## src/rtl/gpio_input_pkg.sv

```systemverilog
// gpio_input_pkg: pin count, register map and CTRL layout shared by the GPIO input block
package gpio_input_pkg;
  localparam int NUM_GPIO = 38;
  localparam int HI_W = NUM_GPIO - 32;
  localparam logic [3:0] REG_IN_LO   = 4'h0;
  localparam logic [3:0] REG_IN_HI   = 4'h1;
  localparam logic [3:0] REG_RISE_LO = 4'h2;
  localparam logic [3:0] REG_RISE_HI = 4'h3;
  localparam logic [3:0] REG_FALL_LO = 4'h4;
  localparam logic [3:0] REG_FALL_HI = 4'h5;
  localparam logic [3:0] REG_PEND_LO = 4'h6;
  localparam logic [3:0] REG_PEND_HI = 4'h7;
  localparam logic [3:0] REG_CTRL    = 4'h8;
  localparam int CTRL_DIV_W    = 16;
  localparam int CTRL_FILT_BIT = 16;
  localparam int CTRL_W        = 17;
  typedef enum logic {WB_IDLE, WB_ACK} wb_state_e;
  function automatic logic [31:0] lane_mask(input logic [3:0] sel);
    return {{8{sel[3]}}, {8{sel[2]}}, {8{sel[1]}}, {8{sel[0]}}};
  endfunction
  function automatic logic [31:0] hi_word(input logic [NUM_GPIO-1:0] v);
    return {{(32-HI_W){1'b0}}, v[NUM_GPIO-1:32]};
  endfunction
endpackage

```

## src/rtl/gpio_in_filter.sv

```systemverilog
// gpio_in_filter: one pin's synchronizer, tick-sampled glitch filter and stable-value edge detect
module gpio_in_filter (
  input  logic clk,
  input  logic nrst,
  input  logic pin,
  input  logic filt_en,
  input  logic tick,
  input  logic flush,
  output logic stb,
  output logic rise,
  output logic fall
);
  logic s1_q, s2_q, stb_q, stb_d;
  logic [2:0] smp_q, smp_d;
  // flush parks the samples on the current stable value so a mode change never fakes an edge
  always_comb begin
    smp_d = flush ? {3{stb_q}} : tick ? {smp_q[1:0], s2_q} : smp_q;
    stb_d = flush ? stb_q
          : !filt_en ? s2_q
          : (tick && (smp_d == 3'b000 || smp_d == 3'b111)) ? smp_d[0]
          : stb_q;
  end
  always_ff @(posedge clk or negedge nrst) begin
    if (!nrst) begin
      s1_q  <= 1'b0;
      s2_q  <= 1'b0;
      smp_q <= 3'b000;
      stb_q <= 1'b0;
    end else begin
      s1_q  <= pin;
      s2_q  <= s1_q;
      smp_q <= smp_d;
      stb_q <= stb_d;
    end
  end
  assign stb  = stb_q;
  assign rise = stb_d & ~stb_q;
  assign fall = ~stb_d & stb_q;
endmodule

```

## src/rtl/gpio_input_control.sv

```systemverilog
// gpio_input_control: Wishbone slave that synchronizes/filters 38 input pins and latches edge events
module gpio_input_control
  import gpio_input_pkg::*;
#(
  parameter logic [31:0] BASE_ADDR = 32'h3000_0100
) (
  input  logic                clk,
  input  logic                nrst,
  input  logic                wbs_stb_i,
  input  logic                wbs_cyc_i,
  input  logic                wbs_we_i,
  input  logic [3:0]          wbs_sel_i,
  input  logic [31:0]         wbs_adr_i,
  input  logic [31:0]         wbs_dat_i,
  output logic                wbs_ack_o,
  output logic [31:0]         wbs_dat_o,
  input  logic [NUM_GPIO-1:0] gpio_in,
  output logic [NUM_GPIO-1:0] gpio_sync_o,
  output logic                irq_o
);
  wb_state_e state_q;
  logic [3:0] idx;
  logic req, wr, tick, flush, irq_q, irq_d, unused_ok;
  logic [31:0] mask, rdata;
  logic [NUM_GPIO-1:0] m38, d38, rise, fall, pend_clr;
  logic [NUM_GPIO-1:0] rise_en_q, rise_en_d, fall_en_q, fall_en_d, pend_q, pend_d;
  logic [CTRL_W-1:0] ctrl_q, ctrl_d;
  logic [CTRL_DIV_W-1:0] cnt_q, cnt_d;
  assign idx = wbs_adr_i[5:2];
  assign req = wbs_stb_i & wbs_cyc_i & ~wbs_ack_o & (wbs_adr_i[31:6] == BASE_ADDR[31:6]);
  assign wr = req & wbs_we_i;
  assign mask = lane_mask(wbs_sel_i);
  assign unused_ok = &{1'b0, wbs_adr_i[1:0]};
  // lo/hi register pairs share one 38-bit view; odd offsets steer the lanes onto bits 37:32
  assign m38 = idx[0] ? {mask[HI_W-1:0], 32'h0} : {{HI_W{1'b0}}, mask};
  assign d38 = {wbs_dat_i[HI_W-1:0], wbs_dat_i};
  always_comb begin
    rise_en_d = (wr && idx[3:1] == REG_RISE_LO[3:1]) ? (rise_en_q & ~m38) | (d38 & m38) : rise_en_q;
    fall_en_d = (wr && idx[3:1] == REG_FALL_LO[3:1]) ? (fall_en_q & ~m38) | (d38 & m38) : fall_en_q;
    pend_clr  = (wr && idx[3:1] == REG_PEND_LO[3:1]) ? d38 & m38 : '0;
    pend_d    = (pend_q & ~pend_clr) | (rise & rise_en_q) | (fall & fall_en_q);
    ctrl_d    = (wr && idx == REG_CTRL) ? (ctrl_q & ~mask[CTRL_W-1:0]) | (wbs_dat_i[CTRL_W-1:0] & mask[CTRL_W-1:0]) : ctrl_q;
    flush     = ctrl_d != ctrl_q;
    tick      = ctrl_q[CTRL_FILT_BIT] && cnt_q == ctrl_q[CTRL_DIV_W-1:0];
    cnt_d     = (flush || tick || !ctrl_q[CTRL_FILT_BIT]) ? '0 : cnt_q + 1'b1;
    irq_d     = |pend_q;
  end
  always_comb begin
    rdata = '0;
    case (idx)
      REG_IN_LO:   rdata = gpio_sync_o[31:0];
      REG_IN_HI:   rdata = hi_word(gpio_sync_o);
      REG_RISE_LO: rdata = rise_en_q[31:0];
      REG_RISE_HI: rdata = hi_word(rise_en_q);
      REG_FALL_LO: rdata = fall_en_q[31:0];
      REG_FALL_HI: rdata = hi_word(fall_en_q);
      REG_PEND_LO: rdata = pend_q[31:0];
      REG_PEND_HI: rdata = hi_word(pend_q);
      REG_CTRL:    rdata = {{(32-CTRL_W){1'b0}}, ctrl_q};
      default:     rdata = '0;
    endcase
  end
  always_ff @(posedge clk or negedge nrst) begin
    if (!nrst) begin
      rise_en_q <= '0;
      fall_en_q <= '0;
      pend_q    <= '0;
      ctrl_q    <= '0;
      cnt_q     <= '0;
      irq_q     <= 1'b0;
    end else begin
      rise_en_q <= rise_en_d;
      fall_en_q <= fall_en_d;
      pend_q    <= pend_d;
      ctrl_q    <= ctrl_d;
      cnt_q     <= cnt_d;
      irq_q     <= irq_d;
    end
  end
  always_ff @(posedge clk or negedge nrst) begin
    if (!nrst) begin
      state_q   <= WB_IDLE;
      wbs_ack_o <= 1'b0;
      wbs_dat_o <= '0;
    end else begin
      case (state_q)
        WB_IDLE: if (req) begin
          state_q   <= WB_ACK;
          wbs_ack_o <= 1'b1;
          wbs_dat_o <= rdata;
        end
        default: begin
          state_q   <= WB_IDLE;
          wbs_ack_o <= 1'b0;
          wbs_dat_o <= '0;
        end
      endcase
    end
  end
  for (genvar i = 0; i < NUM_GPIO; i++) begin : g_pin
    gpio_in_filter u_filt (
      .clk     (clk),
      .nrst    (nrst),
      .pin     (gpio_in[i]),
      .filt_en (ctrl_q[CTRL_FILT_BIT]),
      .tick    (tick),
      .flush   (flush),
      .stb     (gpio_sync_o[i]),
      .rise    (rise[i]),
      .fall    (fall[i])
    );
  end
  assign irq_o = irq_q;
endmodule

```

## config.mk

```make
export PLATFORM = sky130hd
export DESIGN_NAME = gpio_input_control
export DESIGN_NICKNAME = d
export VERILOG_FILES = /design/src/rtl/gpio_input_pkg.sv /design/src/rtl/gpio_in_filter.sv /design/src/rtl/gpio_input_control.sv
export SDC_FILE = /design/constraint.sdc
export NUM_CORES = 1
export LEC_CHECK = 0
export BUFFER_PORTS_ARGS = -buffer_cell sky130_fd_sc_hd__buf_2
export CORE_MARGIN = 4
export CORE_UTILIZATION = 64
export DETAILED_ROUTE_END_ITERATION = 12
export GPL_TIMING_DRIVEN = 0
export HOLD_SLACK_MARGIN = 0.03
export PLACE_DENSITY_LB_ADDON = 0.1
export SLEW_MARGIN = 20
export SYNTH_ARGS = -nofsm -noshare
export SYNTH_HDL_FRONTEND = slang
export SYNTH_HIERARCHICAL = 1
export SYNTH_SLANG_ARGS = --single-unit
```

## constraint.sdc

```tcl
create_clock -name clk -period 11.55 [get_ports clk]
set_clock_uncertainty 0.1 [all_clocks]
set_input_delay 0.5775 -clock clk [delete_from_list [all_inputs] [get_ports clk]]
set_output_delay 0.5775 -clock clk [all_outputs]
set_load 0.005 [all_outputs]
```

; ---- After elaboration in Yosys (flattened, before gate mapping)
; Cells that the tools add are included.
[word_totals]
rom_bits = 0
input_bits = 111
ff_bits = 410
mem_count = 0
output_inout_bits = 72
latchBits = 0
ramBits = 0
[classes]
bitwise = 173
n_addsub = 1
shifts = 0
n_lt_le_gt_ge = 0
n_mul = 0
reduce_logical = 125
div = 0
mux = 201
eq_ne = 52
[ops]
columns = cell, count
row1 = 32-bit case mux with 9 select lines, 1
row2 = 38-bit AND, 6
row3 = 3-bit two-way mux, 76
row4 = 38-bit OR, 4
row5 = 1-bit two-way mux, 118
row6 = "3-bit == test, second input constant", 38
row7 = 3-bit zero test, 38
row8 = 1-bit AND, 80
row9 = 1-bit NOT, 77
row10 = 38-bit two-way mux, 2
row11 = 38-bit NOT, 2
row12 = 32-bit two-way mux, 2
row13 = 1-bit logical AND, 43
row14 = 1-bit logical OR, 40
row15 = 38-bit OR reduction, 1
row16 = 17-bit AND, 2
row17 = "26-bit by 24-bit == test with 1-bit output, second input constant", 1
row18 = 17-bit two-way mux, 1
row19 = 17-bit != test, 1
row20 = 17-bit NOT, 1
row21 = 17-bit OR, 1
row22 = "16-bit by 1-bit adder with 16-bit output, second input constant", 1
row23 = 16-bit == test, 1
row24 = "4-bit by 3-bit == test with 1-bit output, second input constant", 4
row25 = other kinds (9), 11

; ---- Longest topological paths before layout
[logic_depth]
word_depth = 18
depth_mapped = 10
mapped_depth_nobuf = 8

; ---- Cells and area by module
; The synthesis kept the hierarchy.
[by_module_without_submodules]
columns = mod, instances, cells_per_inst, area_per_inst_um2, seq_area_each_um2
row1 = gpio_in_filter, 38, 24, 242.7, 125.1
row2 = gpio_input_control, 1, 735, 9031.2, 4554.4

; ---- Worst setup path after synthesis
; OpenSTA, ideal clock, no wires.
[synth_timing]
path_kind = register to register
startpoint = register ctrl_q[16]
endpoint = register pend_q[0]
path_buffers = 0
setup_time_ps = 66
stages_incl_launch_ff = 6
synth_period_minus_slack_ps = 7090
arrival_ps = 6924
path_slack_ps = 4460
cell_sequence = dfrtp_1 > and2_1 > or3b_1 > a21oi_1 > nor3b_2 > a221o_1
[synth_between]
word_cells_on_any_way = 21
cone_classes = eq/ne: 2 / mux: 6 / bitwise: 9 / reduce/logical: 4
[synth_lines]
columns = element, line_no
row1 = "start, declared", gpio_input_control.sv:27  ; logic [CTRL_W-1:0] ctrl_q, ctrl_d;
row2 = "start signal, assigned", gpio_input_control.sv:75  ; ctrl_q <= ctrl_d;
row3 = 1-bit logical AND *, gpio_input_control.sv:44  ; tick = ctrl_q[CTRL_FILT_BIT] && cnt_q == ctrl_q[CTRL_DIV_W-1:0];
row4 = net tick, gpio_input_control.sv:23  ; logic req, wr, tick, flush, irq_q, irq_d, unused_ok;
row5 = 3-bit two-way mux (2 in a row), gpio_in_filter.sv:17  ; smp_d = flush ? {3{stb_q}} : tick ? {smp_q[1:0], s2_q} : smp_q;
row6 = 3-bit == test or 3-bit zero test (tied branches), gpio_in_filter.sv:20  ; : (tick && (smp_d == 3'b000 || smp_d == 3'b111)) ? smp_d[0]
row7 = 1-bit logical OR, gpio_in_filter.sv:20
row8 = 1-bit logical AND, gpio_in_filter.sv:20
row9 = 1-bit two-way mux *, gpio_in_filter.sv:20
row10 = 1-bit two-way mux *, gpio_in_filter.sv:19  ; : !filt_en ? s2_q
row11 = 1-bit two-way mux *, gpio_in_filter.sv:18  ; stb_d = flush ? stb_q
row12 = 1-bit NOT *, gpio_in_filter.sv:38  ; assign fall = ~stb_d & stb_q;
row13 = 1-bit AND *, gpio_in_filter.sv:38
row14 = net fall[0], gpio_input_control.sv:25  ; logic [NUM_GPIO-1:0] m38, d38, rise, fall, pend_clr;
row15 = 38-bit AND *, gpio_input_control.sv:41  ; pend_d = (pend_q & ~pend_clr) | (rise & rise_en_q) | (fall & fall_en_q);
row16 = 38-bit OR *, gpio_input_control.sv:41
row17 = net pend_d[0], gpio_input_control.sv:26  ; logic [NUM_GPIO-1:0] rise_en_q, rise_en_d, fall_en_q, fall_en_d, pend_q, pend_d;
row18 = "end signal, assigned", gpio_input_control.sv:74  ; pend_q <= pend_d;
row19 = "end, declared", gpio_input_control.sv:26
; Mark *: on every way through the listed nets, which the timed path passes. The rest lies on a longest branch.
; A chain may end at the register's enable or synchronous reset.

; ---- Worst setup path after layout
[layout_timing]
startpoint = register wbs_ack_o
endpoint = register pend_q[32]
[layout_between]
elab_chain_cells = 18
word_cells_on_any_way = 26
cone_classes = eq/ne: 2 / mux: 6 / bitwise: 13 / reduce/logical: 5
[layout_lines]
columns = element, line_no
row1 = "start, declared", gpio_input_control.sv:15  ; output logic wbs_ack_o,
row2 = "start signal, assigned", gpio_input_control.sv:83  ; wbs_ack_o <= 1'b0;
row3 = "start signal, assigned", gpio_input_control.sv:89  ; wbs_ack_o <= 1'b1;
row4 = "start signal, assigned", gpio_input_control.sv:94  ; wbs_ack_o <= 1'b0;
row5 = 1-bit NOT *, gpio_input_control.sv:30  ; assign req = wbs_stb_i & wbs_cyc_i & ~wbs_ack_o & (wbs_adr_i[31:6] == BASE_ADDR[31:6]);
row6 = 1-bit AND * (2 in a row), gpio_input_control.sv:30
row7 = 1-bit AND *, gpio_input_control.sv:31  ; assign wr = req & wbs_we_i;
row8 = 1-bit logical AND *, gpio_input_control.sv:42  ; ctrl_d = (wr && idx == REG_CTRL) ? (ctrl_q & ~mask[CTRL_W-1:0]) | (wbs_dat_i[CTRL_W-1:0] & mask[CTRL_W-1:0]) : ...
row9 = 17-bit two-way mux *, gpio_input_control.sv:42
row10 = 17-bit != test *, gpio_input_control.sv:43  ; flush = ctrl_d != ctrl_q;
row11 = net flush, gpio_input_control.sv:23
row12 = 3-bit two-way mux, gpio_in_filter.sv:17
row13 = [3 not listed], --
row14 = 1-bit two-way mux, gpio_in_filter.sv:20
row15 = 1-bit two-way mux, gpio_in_filter.sv:19
row16 = 1-bit two-way mux *, gpio_in_filter.sv:18
row17 = 1-bit AND *, gpio_in_filter.sv:37  ; assign rise = stb_d & ~stb_q;
row18 = net rise[32], gpio_input_control.sv:25
row19 = 38-bit AND *, gpio_input_control.sv:41
row20 = 38-bit OR * (2 in a row), gpio_input_control.sv:41
row21 = net pend_d[32], gpio_input_control.sv:26
; Marked as above.

==> tab_implementation.tex <==
\begin{tabular}{lr}
\hline
Metric & Value \\
\hline
\multicolumn{2}{l}{\textbf{Clocking}} \\
\quad Clk Latency, worst-skew pair & 0.54 ns \\
\quad Clock buffer depth & 3 \\
\quad Number of gates resized after cts & 0 \\
\quad Number of setup buffers added after CTS & 0 \\
\quad Clock H-tree levels & 2 \\
\quad Hold\_buf cts & 5 \\
\quad Clock buffer count from CTS & 40 \\
\quad Buffer type at the clock tree root & sky130\_fd\_sc\_hd\_\_clkbuf\_16 \\
\quad \# clock sinks & $\sim$370 \\
\quad Clock Pin Slew Worst Setup and Hold Paths & roughly 0.060 ns \\
\quad Clock tree from TritonCTS & yes \\
\multicolumn{2}{l}{\textbf{STA}} \\
\quad Final max-slew violation count & 0 \\
\quad Setup TNS & 0 ns \\
\quad Max Fclk & 218.2 MHz \\
\quad Tcrit/Tclk final & around two fifths \\
\quad Final setup violation count & 0 \\
\quad Unrepaired setup endpoints after global routing & no \\
\quad Transition time of the tightest slew-check pin & 0.9898 ns \\
\quad Final Critical Period & between 4 and 5 ns \\
\quad Total count of hold-check failures in the final report & 0 \\
\quad Relative slew slack & $\sim$34\% \\
\quad Hold WS & about 0.043 ns \\
\multicolumn{2}{l}{\textbf{Finish}} \\
\quad Total Nets Final & roughly 2000 \\
\quad Relative area change from synthesis to final layout & 16.94\% \\
\quad Final Cell Area & approximately 21000 um\^{}2 \\
\quad Final instance count without filler cells & between 2000 and 2500 \\
\quad Ratio of cells with drive above 1 in the final layout & 25.80\% \\
\multicolumn{2}{l}{\textbf{Routing}} \\
\quad Number of detailed-route iterations in the first pass & 7 \\
\quad Detailed-route wire length per cell & 20.91 um \\
\quad Residual DRC & 0 \\
\quad Post-detailed-route via-to-cell ratio & about 6.4 \\
\quad Final Routed Wirelength & 48000 um \\
\quad Routed Antenna Nets & 0 \\
\quad Vias & 14590 \\
\quad DRT iter0 DRCs & 1314 \\
\multicolumn{2}{l}{\textbf{Logic synthesis}} \\
\quad Cell count after synthesis & between 1500 and 2000 \\
\quad Top FF cell, synth & sky130\_fd\_sc\_hd\_\_dfrtp\_1 \\
\quad Sequential element share of the synthesized area & roughly half \\
\quad Warning count from the yosys run & 6 \\
\quad Syn Nets & roughly 1800 \\
\quad Post-synth top area share & between 50\% and 60\% \\
\quad Number of enable flip-flop cells after synthesis & 0 \\
\quad Mapped Avg Cell Area & between 10 and 15 um\^{}2 \\
\quad Count of distinct cell types in the synthesized netlist & 56 \\
\quad Area leader, netlist & sky130\_fd\_sc\_hd\_\_dfrtp\_1 \\
\quad Netlist Area Pre-Place & between 15000 and 20000 um\^{}2 \\
\quad Ys async rst share & 100.0\% \\
\quad Ranking of synthesized cells by area & sky130\_fd\_sc\_hd\_\_dfrtp\_1 51\%, sky130\_fd\_sc\_hd\_\_mux2\_2 5.9\%, sky130\_fd\_sc\_hd\_\_a21oi\_1 4.3\%, sky130\_fd\_sc\_hd\_\_a221o\_1 2.6\%, sky130\_fd\_sc\_hd\_\_nor3b\_2 2.6\% \\
\quad Count of state elements after synthesis & between 300 and 400 \\
\multicolumn{2}{l}{\textbf{Critical path}} \\
\quad Critical path launch point type & flip-flop \\
\quad Type of the worst setup path & flip-flop to flip-flop \\
\quad CP Data Arrival Time & between 4 and 5 ns \\
\quad Largest incremental delay on the critical path & approximately 0.7 ns \\
\quad Critical path's top delay family & buffers and inverters \\
\quad Crit path launch & wbs\_ack\_o \\
\quad Worst Path Buf+Inv & 4 \\
\quad Worst-path fanout max & $\sim$160 \\
\quad Reg-to-reg critical path startpoint & wbs\_ack\_o \\
\quad Critical Path RT & roughly 12 ns \\
\quad List of cells traversed by the critical path & nor4b\_2 > nand4b\_1 > or2\_1 > buf\_6 > buf\_6 > a311oi\_2 > buf\_8 > buf\_16 > a21oi\_1 > and3\_1 > a221o\_1 \\
\quad Critical path capture point type & flip-flop \\
\quad Slowest stage cell on the critical path & sky130\_fd\_sc\_hd\_\_a311oi\_2 \\
\quad Crit path top cell by count & sky130\_fd\_sc\_hd\_\_buf\_6 \\
\multicolumn{2}{l}{\textbf{Min path}} \\
\quad Hold WC Path Type & input port to flip-flop \\
\quad Startpoint of the worst hold path & gpio\_in[34] \\
\multicolumn{2}{l}{\textbf{Place}} \\
\quad Cell Count Post-Placement & 2216 \\
\quad Final HPWL from detailed placement & about 32000 um \\
\quad Port bufs & around 180 \\
\quad Last weighted congestion value of the routability-driven placer & slightly above 0.9 \\
\quad Area after DPL & between 15000 and 20000 um\^{}2 \\
\multicolumn{2}{l}{\textbf{Global route}} \\
\quad Vias in the first global route & between 10000 and 15000 \\
\quad Initial antenna violation count & 5 \\
\quad Wire length of the first global-routing pass & 76700 um \\
\quad Total congestion overflow after global routing & 0 \\
\quad Total global-route track usage & 30.56\% \\
\quad Largest net degree at the start of global routing & 157 \\
\multicolumn{2}{l}{\textbf{Power and ir drop}} \\
\quad Static leakage power & $\sim$9.5 nW \\
\quad Worst voltage drop across the vdd grid & about 0.13 mV \\
\quad Ratio of total power to cell area & 130.2 nW/um\^{}2 \\
\multicolumn{2}{l}{\textbf{Floorplan}} \\
\quad Row count & 61 \\
\quad Die outline area & between 30000 and 40000 um\^{}2 \\
\quad Number of I/O pins & around 180 \\
\quad Core area & 27930 um\^{}2 \\
\quad Height of the die & between 150 and 200 um \\
\quad Initial cell density of the core & between 60\% and 70\% \\
\quad Width of the die & between 150 and 200 um \\
\multicolumn{2}{l}{\textbf{Flow run}} \\
\quad Total of max-cap violations & 0 \\
\multicolumn{2}{l}{\textbf{Run status}} \\
\quad Outcome & finished clean \\
\hline
\end{tabular}
[placed cells by master, fill, tap and decap left out, types with 29 or more instances in the layout]
cell type	instances
sky130_fd_sc_hd__nor3b_2	38
sky130_fd_sc_hd__a211oi_1	39
sky130_fd_sc_hd__nand2_1	88
sky130_fd_sc_hd__inv_1	83
sky130_fd_sc_hd__buf_2	183
sky130_fd_sc_hd__clkbuf_16	41
sky130_fd_sc_hd__a22o_1	29
sky130_fd_sc_hd__and4b_2	38
sky130_fd_sc_hd__and3_1	45
sky130_fd_sc_hd__dfrtp_1	371
sky130_fd_sc_hd__mux2_2	96
sky130_fd_sc_hd__a21boi_0	38
sky130_fd_sc_hd__nand3_1	55
sky130_fd_sc_hd__a21oi_1	156
sky130_fd_sc_hd__a221o_1	48
sky130_fd_sc_hd__and2b_2	38
sky130_fd_sc_hd__nor2_1	91
sky130_fd_sc_hd__o21ai_0	48
sky130_fd_sc_hd__or3b_1	38
sky130_fd_sc_hd__o31ai_1	38
sky130_fd_sc_hd__clkbuf_1	36
sky130_fd_sc_hd__nor2b_1	43
sky130_fd_sc_hd__xnor2_1	33
[worst paths after layout]
check / to / slack (ns) / cells past startpoint
max: pend_q[32] / 6.97 / 11
min: g_pin[34].u_filt/s1_q / 0.04 / 1
max reg2reg: pend_q[32] / 6.97 / 11
min reg2reg: g_pin[7].u_filt/s2_q / 0.24 / 0
max in group asynchronous: wbs_dat_o[22] / 9.84 / 3
min in group asynchronous: g_pin[5].u_filt/s2_q / 0.54 / 2
[metal layers]
layer | GRT usage [%] | part of all wire [%] | routed length, um | up-vias
met5 | 0 | 0.056 | 27 | -
met4 | 9.478 | 2.8 | 1359 | 4
met3 | 6.836 | 8.3 | 4002 | 106
met2 | 49.18 | 47 | 22580 | 591
met1 | 42.02 | 42 | 20030 | 7242
li1 | - | - | - | 6651
[cell usage after synthesis (10+ instances only)]
library cell	count
sky130_fd_sc_hd__xnor2_1	33
sky130_fd_sc_hd__mux2i_1	15
sky130_fd_sc_hd__nor2b_1	43
sky130_fd_sc_hd__or3b_1	38
sky130_fd_sc_hd__o2bb2ai_1	10
sky130_fd_sc_hd__dfrtp_1	372
sky130_fd_sc_hd__mux2_2	96
sky130_fd_sc_hd__nor4_1	20
sky130_fd_sc_hd__a22o_1	29
sky130_fd_sc_hd__nor3b_2	38
sky130_fd_sc_hd__a21oi_1	156
sky130_fd_sc_hd__a221o_1	48
sky130_fd_sc_hd__clkbuf_1	26
sky130_fd_sc_hd__and3_1	45
sky130_fd_sc_hd__a21boi_0	38
sky130_fd_sc_hd__nand3_1	55
sky130_fd_sc_hd__nor2_1	91
sky130_fd_sc_hd__and4b_2	38
sky130_fd_sc_hd__xor2_1	12
sky130_fd_sc_hd__a211oi_1	39
sky130_fd_sc_hd__a222oi_1	15
sky130_fd_sc_hd__o31ai_1	38
sky130_fd_sc_hd__and2b_2	38
sky130_fd_sc_hd__o21ai_0	48
sky130_fd_sc_hd__nand2_1	88
sky130_fd_sc_hd__nor4_4	10
sky130_fd_sc_hd__nand4_1	10
sky130_fd_sc_hd__nor3_1	20
sky130_fd_sc_hd__inv_1	83
[layout make-up]
class | instances | area (um^2)
flip-flops and latches | 372 | 9313
plain buffers | 37 | 168.9
well taps | 378 | 473.0
diodes | 3 | 7.507
clock buffers | 65 | 1256
inverters | 83 | 311.5
repair buffers | 196 | 1201
multi-input cells | 1155 | 8521
clock inverters | 7 | 96.34
fillers | 1883 | 6586
[per-stage QoR]
stage | utilization [%] | worst slack (ns) | total power (W)
final | 76.42 | 6.967 | 0.002779
after global routing | 76.42 | 6.612 | 0.002865
after CTS | 76.35 | 7.034 | 0.002795
after detailed placement | 71.33 | 6.765 | 0.001493
after global placement | 70.23 | 1.791 | 0.001486
after floorplan | - | 4.460 | 0.001409
[kinds of logic after synthesis]
| group | count (synthesis) | synth area share (%) |
|---|---|---|
| adder cells (fa/ha/maj) | 1 | 0.06853 |
| AO/OA/AOI/OAI | 442 | 16.61 |
| multiplexers | 117 | 7.361 |
| buffers and inverters | 120 | 2.577 |
| AND/OR/NAND/NOR | 550 | 20.23 |
| flip-flops | 372 | 50.99 |
| XOR/XNOR | 45 | 2.159 |
[worst reg2reg max path: stages (launching register included)]
cell,delay [ns]
sky130_fd_sc_hd__dfrtp_1,0.41
sky130_fd_sc_hd__nor4b_2,0.30
sky130_fd_sc_hd__nand4b_1,0.40
sky130_fd_sc_hd__or2_1,0.37
sky130_fd_sc_hd__buf_6,0.16
sky130_fd_sc_hd__buf_6,0.17
sky130_fd_sc_hd__a311oi_2,0.69
sky130_fd_sc_hd__buf_8,0.61
sky130_fd_sc_hd__buf_16,0.49
sky130_fd_sc_hd__a21oi_1,0.17
sky130_fd_sc_hd__and3_1,0.23
sky130_fd_sc_hd__a221o_1,0.37
[power by group]
part | leakage, nW | switching, W | internal (W) | total (W)
clock | 0.667 | 0.000519 | 0.000788 | 0.00131
sequential | 4.72 | 0.0000216 | 0.00132 | 0.00135
combinational | 4.10 | 0.0000821 | 0.0000450 | 0.000127
(Power assumes the default switching activity.)
